`src/rtl/hv_mem_port_arbiter.sv`:
```
// hv_mem_port_arbiter
//
// Connects up to NUM_PORTS kernel request ports to a NUM_BANK_PORTS-port
// hypervector RAM. Each cycle it grants up to NUM_BANK_PORTS requesters in
// round-robin order. It skips any candidate whose address collides with an
// already-selected address when either access is a write. The winners are
// registered onto the RAM ports, and read data is routed back to the
// requesting port.
//
// Read timing: a read granted in cycle N drives mem_* in cycle N+1.
// mem_data_rd for that slot is sampled in cycle N+RD_LATENCY, so with
// RD_LATENCY=1 the RAM read path is combinational from mem_address.
// data_rd/rd_valid appear in cycle N+1+RD_LATENCY.
//
// Ports
//   i_clk          clock, rising edge
//   i_reset        synchronous active-high reset
//   i_req          per-port request, held until granted
//   i_we_n         per-port 0=write, 1=read
//   i_address      per-port word address, packed NUM_PORTS x AW
//   i_data_wr      per-port write data, packed NUM_PORTS x DW
//   o_gnt          per-port grant, combinational, consumes the request
//   o_data_rd      per-port read data, holds its last value
//   o_rd_valid     per-port one-cycle read-return pulse
//   o_mem_we_n     per-bank-port RAM write enable, active low
//   o_mem_address  per-bank-port RAM address
//   o_mem_data_wr  per-bank-port RAM write data
//   i_mem_data_rd  per-bank-port RAM read data
module hv_mem_port_arbiter #(
  parameter int HV_DATA_WIDTH    = 32,
  parameter int HV_ADDRESS_WIDTH = 5,
  parameter int NUM_PORTS        = 4,
  parameter int NUM_BANK_PORTS   = 2,
  parameter int RD_LATENCY       = 1
) (
  input  logic                                     i_clk,
  input  logic                                     i_reset,
  input  logic [NUM_PORTS-1:0]                     i_req,
  input  logic [NUM_PORTS-1:0]                     i_we_n,
  input  logic [NUM_PORTS*HV_ADDRESS_WIDTH-1:0]    i_address,
  input  logic [NUM_PORTS*HV_DATA_WIDTH-1:0]       i_data_wr,
  output logic [NUM_PORTS-1:0]                     o_gnt,
  output logic [NUM_PORTS*HV_DATA_WIDTH-1:0]       o_data_rd,
  output logic [NUM_PORTS-1:0]                     o_rd_valid,
  output logic [NUM_BANK_PORTS-1:0]                o_mem_we_n,
  output logic [NUM_BANK_PORTS*HV_ADDRESS_WIDTH-1:0] o_mem_address,
  output logic [NUM_BANK_PORTS*HV_DATA_WIDTH-1:0]  o_mem_data_wr,
  input  logic [NUM_BANK_PORTS*HV_DATA_WIDTH-1:0]  i_mem_data_rd
);

  localparam int DW = HV_DATA_WIDTH;
  localparam int AW = HV_ADDRESS_WIDTH;
  localparam int PW = (NUM_PORTS > 1) ? $clog2(NUM_PORTS) : 1;

  logic [PW-1:0]                r_rr_ptr;
  logic [NUM_PORTS-1:0]         w_gnt;
  logic [NUM_BANK_PORTS-1:0]    w_slot_vld;
  logic [PW-1:0]                w_slot_port [NUM_BANK_PORTS];
  logic [PW-1:0]                w_last_port;
  logic [PW-1:0]                w_cand;
  logic                         w_ok;
  int                           w_cnt;

  logic [NUM_BANK_PORTS-1:0]    r_mem_we_n;
  logic [NUM_BANK_PORTS*AW-1:0] r_mem_address;
  logic [NUM_BANK_PORTS*DW-1:0] r_mem_data_wr;
  logic [NUM_PORTS-1:0]         r_rd_valid;
  logic [NUM_PORTS*DW-1:0]      r_data_rd;

  // Read-return tags, one entry per slot per pipeline stage.
  logic                         r_tag_vld_p  [RD_LATENCY][NUM_BANK_PORTS];
  logic                         r_tag_rd_p   [RD_LATENCY][NUM_BANK_PORTS];
  logic [PW-1:0]                r_tag_port_p [RD_LATENCY][NUM_BANK_PORTS];

  // ---- Stage 0: round-robin selection with address-conflict skipping ----
  always_comb begin
    w_gnt       = '0;
    w_slot_vld  = '0;
    w_last_port = r_rr_ptr;
    w_cand      = '0;
    w_ok        = 1'b0;
    w_cnt       = 0;
    for (int k = 0; k < NUM_BANK_PORTS; k++) w_slot_port[k] = '0;
    for (int i = 0; i < NUM_PORTS; i++) begin
      w_cand = PW'((int'(r_rr_ptr) + i) % NUM_PORTS);
      w_ok   = i_req[w_cand] && (w_cnt < NUM_BANK_PORTS);
      // Read-read to one address may share a cycle; anything involving a
      // write must be serialised so the RAM never sees a same-cycle hazard.
      for (int k = 0; k < NUM_BANK_PORTS; k++) begin
        if (w_slot_vld[k] &&
            (i_address[w_slot_port[k]*AW +: AW] == i_address[w_cand*AW +: AW]) &&
            !(i_we_n[w_slot_port[k]] && i_we_n[w_cand]))
          w_ok = 1'b0;
      end
      if (w_ok) begin
        for (int k = 0; k < NUM_BANK_PORTS; k++) begin
          if (k == w_cnt) begin
            w_slot_vld[k]  = 1'b1;
            w_slot_port[k] = w_cand;
          end
        end
        w_gnt[w_cand] = 1'b1;
        w_last_port   = w_cand;
        w_cnt         = w_cnt + 1;
      end
    end
  end

  assign o_gnt = i_reset ? '0 : w_gnt;

  // ---- Stage 1: RAM command registers, tag pipeline, read return ----
  always_ff @(posedge i_clk) begin
    if (i_reset) begin
      r_rr_ptr      <= '0;
      r_mem_we_n    <= '1;
      r_mem_address <= '0;
      r_mem_data_wr <= '0;
      r_rd_valid    <= '0;
      r_data_rd     <= '0;
      for (int d = 0; d < RD_LATENCY; d++) begin
        for (int k = 0; k < NUM_BANK_PORTS; k++) begin
          r_tag_vld_p[d][k]  <= 1'b0;
          r_tag_rd_p[d][k]   <= 1'b0;
          r_tag_port_p[d][k] <= '0;
        end
      end
    end else begin
      if (|w_gnt)
        r_rr_ptr <= (int'(w_last_port) == NUM_PORTS - 1) ? '0 : w_last_port + 1'b1;

      for (int k = 0; k < NUM_BANK_PORTS; k++) begin
        if (w_slot_vld[k]) begin
          r_mem_we_n[k]              <= i_we_n[w_slot_port[k]];
          r_mem_address[k*AW +: AW]  <= i_address[w_slot_port[k]*AW +: AW];
          r_mem_data_wr[k*DW +: DW]  <= i_data_wr[w_slot_port[k]*DW +: DW];
        end else begin
          r_mem_we_n[k]              <= 1'b1;
          r_mem_address[k*AW +: AW]  <= '0;
          r_mem_data_wr[k*DW +: DW]  <= '0;
        end
        r_tag_vld_p[0][k]  <= w_slot_vld[k];
        r_tag_rd_p[0][k]   <= i_we_n[w_slot_port[k]];
        r_tag_port_p[0][k] <= w_slot_port[k];
      end

      for (int d = 1; d < RD_LATENCY; d++) begin
        for (int k = 0; k < NUM_BANK_PORTS; k++) begin
          r_tag_vld_p[d][k]  <= r_tag_vld_p[d-1][k];
          r_tag_rd_p[d][k]   <= r_tag_rd_p[d-1][k];
          r_tag_port_p[d][k] <= r_tag_port_p[d-1][k];
        end
      end

      // A port is granted at most once per cycle, so two slots never
      // return to the same port together.
      r_rd_valid <= '0;
      for (int k = 0; k < NUM_BANK_PORTS; k++) begin
        if (r_tag_vld_p[RD_LATENCY-1][k] && r_tag_rd_p[RD_LATENCY-1][k]) begin
          r_rd_valid[r_tag_port_p[RD_LATENCY-1][k]] <= 1'b1;
          r_data_rd[r_tag_port_p[RD_LATENCY-1][k]*DW +: DW] <= i_mem_data_rd[k*DW +: DW];
        end
      end
    end
  end

  assign o_mem_we_n    = r_mem_we_n;
  assign o_mem_address = r_mem_address;
  assign o_mem_data_wr = r_mem_data_wr;
  assign o_rd_valid    = r_rd_valid;
  assign o_data_rd     = r_data_rd;

endmodule

```
`config.mk`:
```
export PLATFORM = sky130hd
export DESIGN_NAME = hv_mem_port_arbiter
export DESIGN_NICKNAME = d
export VERILOG_FILES = /design/src/rtl/hv_mem_port_arbiter.sv
export SDC_FILE = /design/constraint.sdc
export NUM_CORES = 1
export LEC_CHECK = 0
export ABC_CLOCK_PERIOD_IN_PS = 10700
export CAP_MARGIN = 20
export CORE_AREA = 2 2 170 172
export CTS_CLUSTER_SIZE = 10
export DETAILED_ROUTE_END_ITERATION = 6
export DIE_AREA = 0 0 172 174
export DONT_BUFFER_PORTS = 1
export PLACE_DENSITY_LB_ADDON = 0.2
export SYNTH_ARGS = -nofsm -noshare
export SYNTH_HDL_FRONTEND = slang
export SYNTH_SLANG_ARGS = --single-unit
```
`constraint.sdc`:
```
create_clock -name i_clk -period 10.7 [get_ports i_clk]
set_input_delay 2.14 -clock i_clk [delete_from_list [all_inputs] [get_ports i_clk]]
set_output_delay 2.14 -clock i_clk [all_outputs]
set_load 0.01 [all_outputs]
```
Yosys cells after proc, flatten, opt, wreduce, memory -nomap -nowiden
Memories as Yosys holds them, arrays and structs flattened.
Cells that the tools add are included.
{"block": "totals", "ramBits": 8, "mem_count": 3, "register_bits": 210, "wordCells": 226, "out_inout_bits": 212, "inputBits": 222}
{"memory": "r_tag_port_p", "words": 1, "word_bits": 4, "read_ports": 1, "rd_clocked_by_memory_dff": 0, "wr": 2, "line_no": "73", "text": "logic [PW-1:0] r_tag_port_p [RD_LATENCY][NUM_BANK_PORTS];"}
{"memory": "r_tag_rd_p", "words": 1, "word_bits": 2, "read_ports": 1, "rd_clocked_by_memory_dff": 0, "wr": 2, "line_no": "72", "text": "logic r_tag_rd_p [RD_LATENCY][NUM_BANK_PORTS];"}
{"memory": "r_tag_vld_p", "words": 1, "word_bits": 2, "read_ports": 1, "rd_clocked_by_memory_dff": 0, "wr": 2, "line_no": "71", "text": "logic r_tag_vld_p [RD_LATENCY][NUM_BANK_PORTS];"}
{"block": "classes", "mul": 10, "n_addsub": 8, "n_mux": 100, "n_eq_ne": 9, "bitwise_logic": 6, "n_lt_le_gt_ge": 22, "n_reduce_logical": 43, "n_shift": 16}
{"cell": "$mux 128", "n": 3}
{"cell": "$bwmux 128", "n": 2}
{"cell": "$shift 32x34->128 const A", "n": 2}
{"cell": "$shiftx 128x8->32", "n": 2}
{"cell": "$shiftx 32x34->128", "n": 2}
{"cell": "$shiftx 20x6->5", "n": 10}
{"cell": "$eq 2x32->1 const A", "n": 3}
{"cell": "$logic_not 32->1", "n": 3}
{"cell": "$lt 32x3->1 const B", "n": 3}
{"cell": "$neg 7->34", "n": 2}
{"cell": "$add 32x2->32 const B", "n": 2}
{"cell": "$mux 32", "n": 2}
{"cell": "$mux 4", "n": 13}
{"cell": "$mul 2x3->5 const B", "n": 10}
{"cell": "$mux 2", "n": 24}
{"cell": "$lt 2x3->1 const B", "n": 13}
{"cell": "$mux 1", "n": 36}
{"cell": "$bmux 1 s2", "n": 14}
{"cell": "$logic_and 1x1->1", "n": 26}
{"cell": "$eq 5x5->1", "n": 5}
{"cell": "$or 4x4->4", "n": 4}
{"cell": "$demux 1 s2", "n": 6}
{"cell": "$ge 2x1->1 const B", "n": 6}
{"cell": "$reduce_or 2->1", "n": 6}
{"cell": "6 further kinds", "n": 15}

Depth between registers and ports, before layout
{"block": "depth", "ltp_word": 29, "mapped_depth": 32, "mapped_depth_nobuf": 23}

Worst setup path before layout
Ideal clock, no wire load.
{"block": "synth_path", "path_kind": "input to output", "start": "input i_req[3]", "end": "output o_gnt[0]", "path_buffers": 3, "path_stages": 24, "setup_slack_ns": 1.276, "required_time_ns": 8.560, "arrival_ns": 7.284, "cell_sequence": "mux2_2 -> nor2_1 -> a21oi_1 -> buf_2 -> ha_1 -> buf_6 -> mux2_4 -> or3_1 -> and3_1 -> o211a_2 -> a21oi_2 -> clkbuf_1 -> ha_1 -> a211o_1 -> nor2_1 -> o32a_1 -> mux2_4 -> mux4_2 -> xnor2_1 -> nand4_1 -> o21ai_0 -> a211oi_2 -> nand2_1 -> a21oi_1"}
{"block": "synth_via", "elab_chain_len": 27, "elab_cells_between_ends": 95, "cone_classes": "2 x add/sub; 5 x mul; 3 x order compare; 7 x eq/ne; 5 x shift; 45 x mux; 3 x bitwise; 25 x reduce/logical"}
{"element": "start, declared", "line_no": "38", "text": "input logic [NUM_PORTS-1:0] i_req,"}
{"element": "$bmux 1 s2", "line_no": "86", "text": "w_ok = i_req[w_cand] && (w_cnt < NUM_BANK_PORTS);"}
{"element": "$mux 1 (not written as such)", "line_no": "86"}
{"element": "$mux 2", "line_no": "95", "text": "if (w_ok) begin"}
{"element": "$mul 2x3->5 or $bmux 1 s2 (tied branches)", "line_no": "91, 92"}
{"element": "$shiftx 20x6->5 or $mux 1 (tied branches)", "line_no": "91, 92"}
{"element": "$eq 5x5->1 or $logic_and 1x1->1 (tied branches)", "line_no": "91, 92"}
{"element": "$logic_and 1x1->1 or $logic_not 1->1 (tied branches)", "line_no": "90, 92"}
{"element": "$logic_and 1x1->1", "line_no": "91", "text": "(i_address[w_slot_port[k]*AW +: AW] == i_address[w_cand*AW +: AW]) &&"}
{"element": "[10 not listed]"}
{"element": "$mul 2x3->5 or $bmux 1 s2 (tied branches)", "line_no": "91, 92"}
{"element": "$shiftx 20x6->5 or $mux 1 (tied branches)", "line_no": "91, 92"}
{"element": "$eq 5x5->1 or $logic_and 1x1->1 (tied branches)", "line_no": "91, 92"}
{"element": "$logic_and 1x1->1 or $logic_not 1->1 (tied branches)", "line_no": "90, 92"}
{"element": "$logic_and 1x1->1", "line_no": "91"}
{"element": "$mux 1 (2 in series)", "line_no": "90", "text": "if (w_slot_vld[k] &&"}
{"element": "$mux 4 (*)", "line_no": "95"}
{"element": "$mux 4 (*)", "line_no": "109", "text": "assign o_gnt = i_reset ? '0 : w_gnt;"}
{"element": "end, declared", "line_no": "42", "text": "output logic [NUM_PORTS-1:0] o_gnt,"}
Mark *: on every way between the ends. The rest lies on a longest branch, timed or not. The select of a mux whose other input is x is not followed.

Worst setup path after layout
Ends and elaborated chain as after synthesis.

==> metrics.txt <==
status=complete, no violations; GRT Total Usage=around 30%; FFs w/ async S/R, synth=0%; I/O Pins=approximately 430; Final nets=1636; Adder-Cell Fraction of Synth Area=1.99%; number of max-cap violations=0; Post-CTS Resized=0; mux cell area share after synthesis=18.1%; Hold-fix buffers, CTS=0; gpl congestion=~0.95; part of the cycle the worst path needs=93.0%; Clk Latency, worst-skew pair=0.54 ns; DR WL met3=between 5000 and 6000 µm; worst reg2reg startpoint=r_rr_ptr[1]$_SDFFE_PP0P_; Worst Tran Pin Value=1.06 ns; port buffer count=0; R2R Setup Slk=around 2.8 ns; static leakage power=5.30 nW; clock network power share=17.2%; DIE AREA=0.0299 mm²; CP Data Arrival Time=7.81 ns; number of diodes=0; CTS tree=done; Combinational Power Share=58.5%; clock buffer count from CTS=27; Clock Sinks=218; top-area cell type share of the netlist area=between 30% and 40%; TritonRoute pass-1 iters=6; Hold Crit Depth=2; P_int=0.00257 W; Worst-path clk slew=about 0.060 ns; vias in the first global route=11300; setup TNS=0 ns; synth warn=0; synthesized area=between 0.01 and 0.015 mm²; Die X-Extent=172 µm; Worst path slowest cell=mux4_2; WL met2=22000 µm; DRC viols=0; max incr delay on CP=0.52 ns; crit-path max FO=28; Fmax=0.101 GHz; dominant cells by area after synthesis=dfxtp_1 (35%), mux2i_1 (13%), nor2_1 (8.4%); first-pass GRT wire length=70400 µm; Synth top cells by count=nor2_1 (280), dfxtp_1 (218), mux2i_1 (168), a21oi_1 (157), a22oi_1 (131); final wirelength=48200 µm; RSZ-0062 raised after global routing=no; Sw Pwr=0.00210 W; switching share of power=44.9%; HP Start=r_tag_rd_p[0][1]$_SDFF_PP0_; Max H-tree Level=1; worst hold path type=reg -> reg; total grt overflow=0; Net Count, Synth=1706; simple-gate portion of the synthesized area=14.9%; Die H=174 µm; post-placement cell area=0.0127 mm²; Compound-Gate Fraction of Synth Area=about 24%; Seq pwr share=24.3%; average wire per standard cell=27.0 µm; initial antenna violation count=0; Yosys cell types=77; design area=0.0135 mm²; crit path kind=in -> out; HPWL Detailed=33100 µm; critical path data required time=8.56 ns; largest net degree at the start of global routing=approximately 150; Detail Route Antenna Nets=0; fin crit period=9.95 ns; Post-synth EDFFs=0; CP most frequent cell=buf_4; share of cells above drive strength 1=9.49%; area leader, netlist=dfxtp_1; CP Launch Point=i_req[3]; crit start category=input port; Register-to-Register Path Depth=25; most frequent cell after synthesis=nor2_1; XOR/XNOR Fraction of Synth Area=0.687%; main combinational cell family by area after synthesis=compound AO/OA/AOI/OAI gates; number of DRC markers in iteration 0=1166; vias=11700; Syn Area/Cell=8.59 µm²; post-synthesis sequential area ratio=34.7%; Vias/cell=6.57; crit path capture type=output port; max layer used=met4; peak supply drop=0.464 mV; R2R Path End=o_mem_data_wr[18]$_SDFF_PP0_; clock skew=0.0134 ns; Core Footprint=0.0282 mm²; CTS Buffer Depth=3; Synth Flop Type=dfxtp_1; M1 WL=between 15000 and 20000 µm; Hold Fails Final Rpt=0; row count=62; Synth Register Bits=approximately 220; Final setup viols=0; CTS Root Cell=clkbuf_16; PwrDens=347 mW/mm²; Layout Utilization=between 40% and 50%; Hold Path End=o_rd_valid[0]$_SDFF_PP0_; setup repair bufs after CTS=0; Syn Inst Count=1464; count of final max-slew check failures=0; Slew Limit Headroom=29.3%; P&R area growth vs syn=6.97%; Initial Utilization=44.5%
[cell families (layout without fill, tap and decap cells)]
logic type | Yosys count | in the layout
AO/OA/AOI/OAI | 455 | 455
XOR/XNOR | 9 | 9
adder cells (fa/ha/maj) | 20 | 20
buffers and inverters | 145 | 82
flip-flops | 218 | 218
multiplexers | 197 | 197
AND/OR/NAND/NOR | 420 | 420
[metrics by stage]
step                setup WS (ns)  cells  power (W)  hold WS (ns)
floorplan                    1.28   1464    0.00342         0.626
global placement             1.02   1749    0.00382         0.652
detailed placement          0.888   1749    0.00386         0.647
CTS                         0.871   1785    0.00466         0.647
global route                0.281   1785    0.00493         0.686
finish                      0.753   1785    0.00466         0.652
[layout make-up]
| cell class | instances | area (µm²) |
|---|---|---|
| fill | 2820 | 14800 |
| clock buffer | 31 | 691 |
| timing repair buffer | 35 | 275 |
| multi-input combinational | 1101 | 7550 |
| inverter | 11 | 41.3 |
| tap | 384 | 480 |
| clock inverter | 5 | 46.3 |
| sequential | 218 | 4360 |
[registers in the layout (all words and copies together), names as in the netlist]
name           count
o_data_rd        128
o_mem_address     10
o_mem_data_wr     64
o_mem_we_n         2
o_rd_valid         4
r_rr_ptr           2
r_tag_port_p       4
r_tag_rd_p         2
r_tag_vld_p        2
[critical path: cells and delay by family]
kind	cells	cell delay (ns)
buffers and inverters	4	0.84
adder cells (fa/ha/maj)	2	0.41
XOR/XNOR	1	0.16
multiplexers	3	1.00
AND/OR/NAND/NOR	7	1.30
AO/OA/AOI/OAI	8	1.92
[placed cells by master (no fill, tap or decap), types with 9 or more instances in the layout]
cell type,synthesis,final
buf_4,6,34
o22ai_1,75,75
a21oi_1,157,157
nand2_1,52,52
nand4_1,9,9
clkbuf_16,0,27
nor3_1,9,9
and3_1,16,16
dfxtp_1,218,218
nand3_1,10,9
nor2_1,280,280
inv_1,9,9
a22oi_1,131,131
o21ai_0,11,11
o21ai_1,11,11
mux2i_1,168,168
ha_1,20,20
mux4_2,23,23
[how the worst max path moves through the flow]
stage / cells after the start / end
finish: 25 / o_gnt[0]
global route: 25 / o_gnt[3]
CTS: 25 / o_gnt[3]
detailed placement: 25 / o_gnt[3]
global placement: 25 / o_gnt[1]
floorplan: 24 / o_gnt[0]
[per-layer routing]
layer,global-route usage (%),vias to the layer above
met4,16.8,0
met5,0,-
met2,48.4,696
met3,10.5,130
met1,35.5,5646
li1,-,5254
[power groups by stage]
| stage | Sequential (W) | Combinational (W) | Clock (W) |
|---|---|---|---|
| 6_report | 0.00113 | 0.00273 | 0.000801 |
| 5_1_grt | 0.00114 | 0.00294 | 0.000849 |
| 4_1_cts | 0.00113 | 0.00271 | 0.000815 |
| 3_5_place_dp | 0.00115 | 0.00271 | 0 |
| 3_3_place_gp | 0.00115 | 0.00267 | 0 |
| 2_1_floorplan | 0.00107 | 0.00235 | 0 |
No activity file was read; power rests on OpenSTA's default activity.
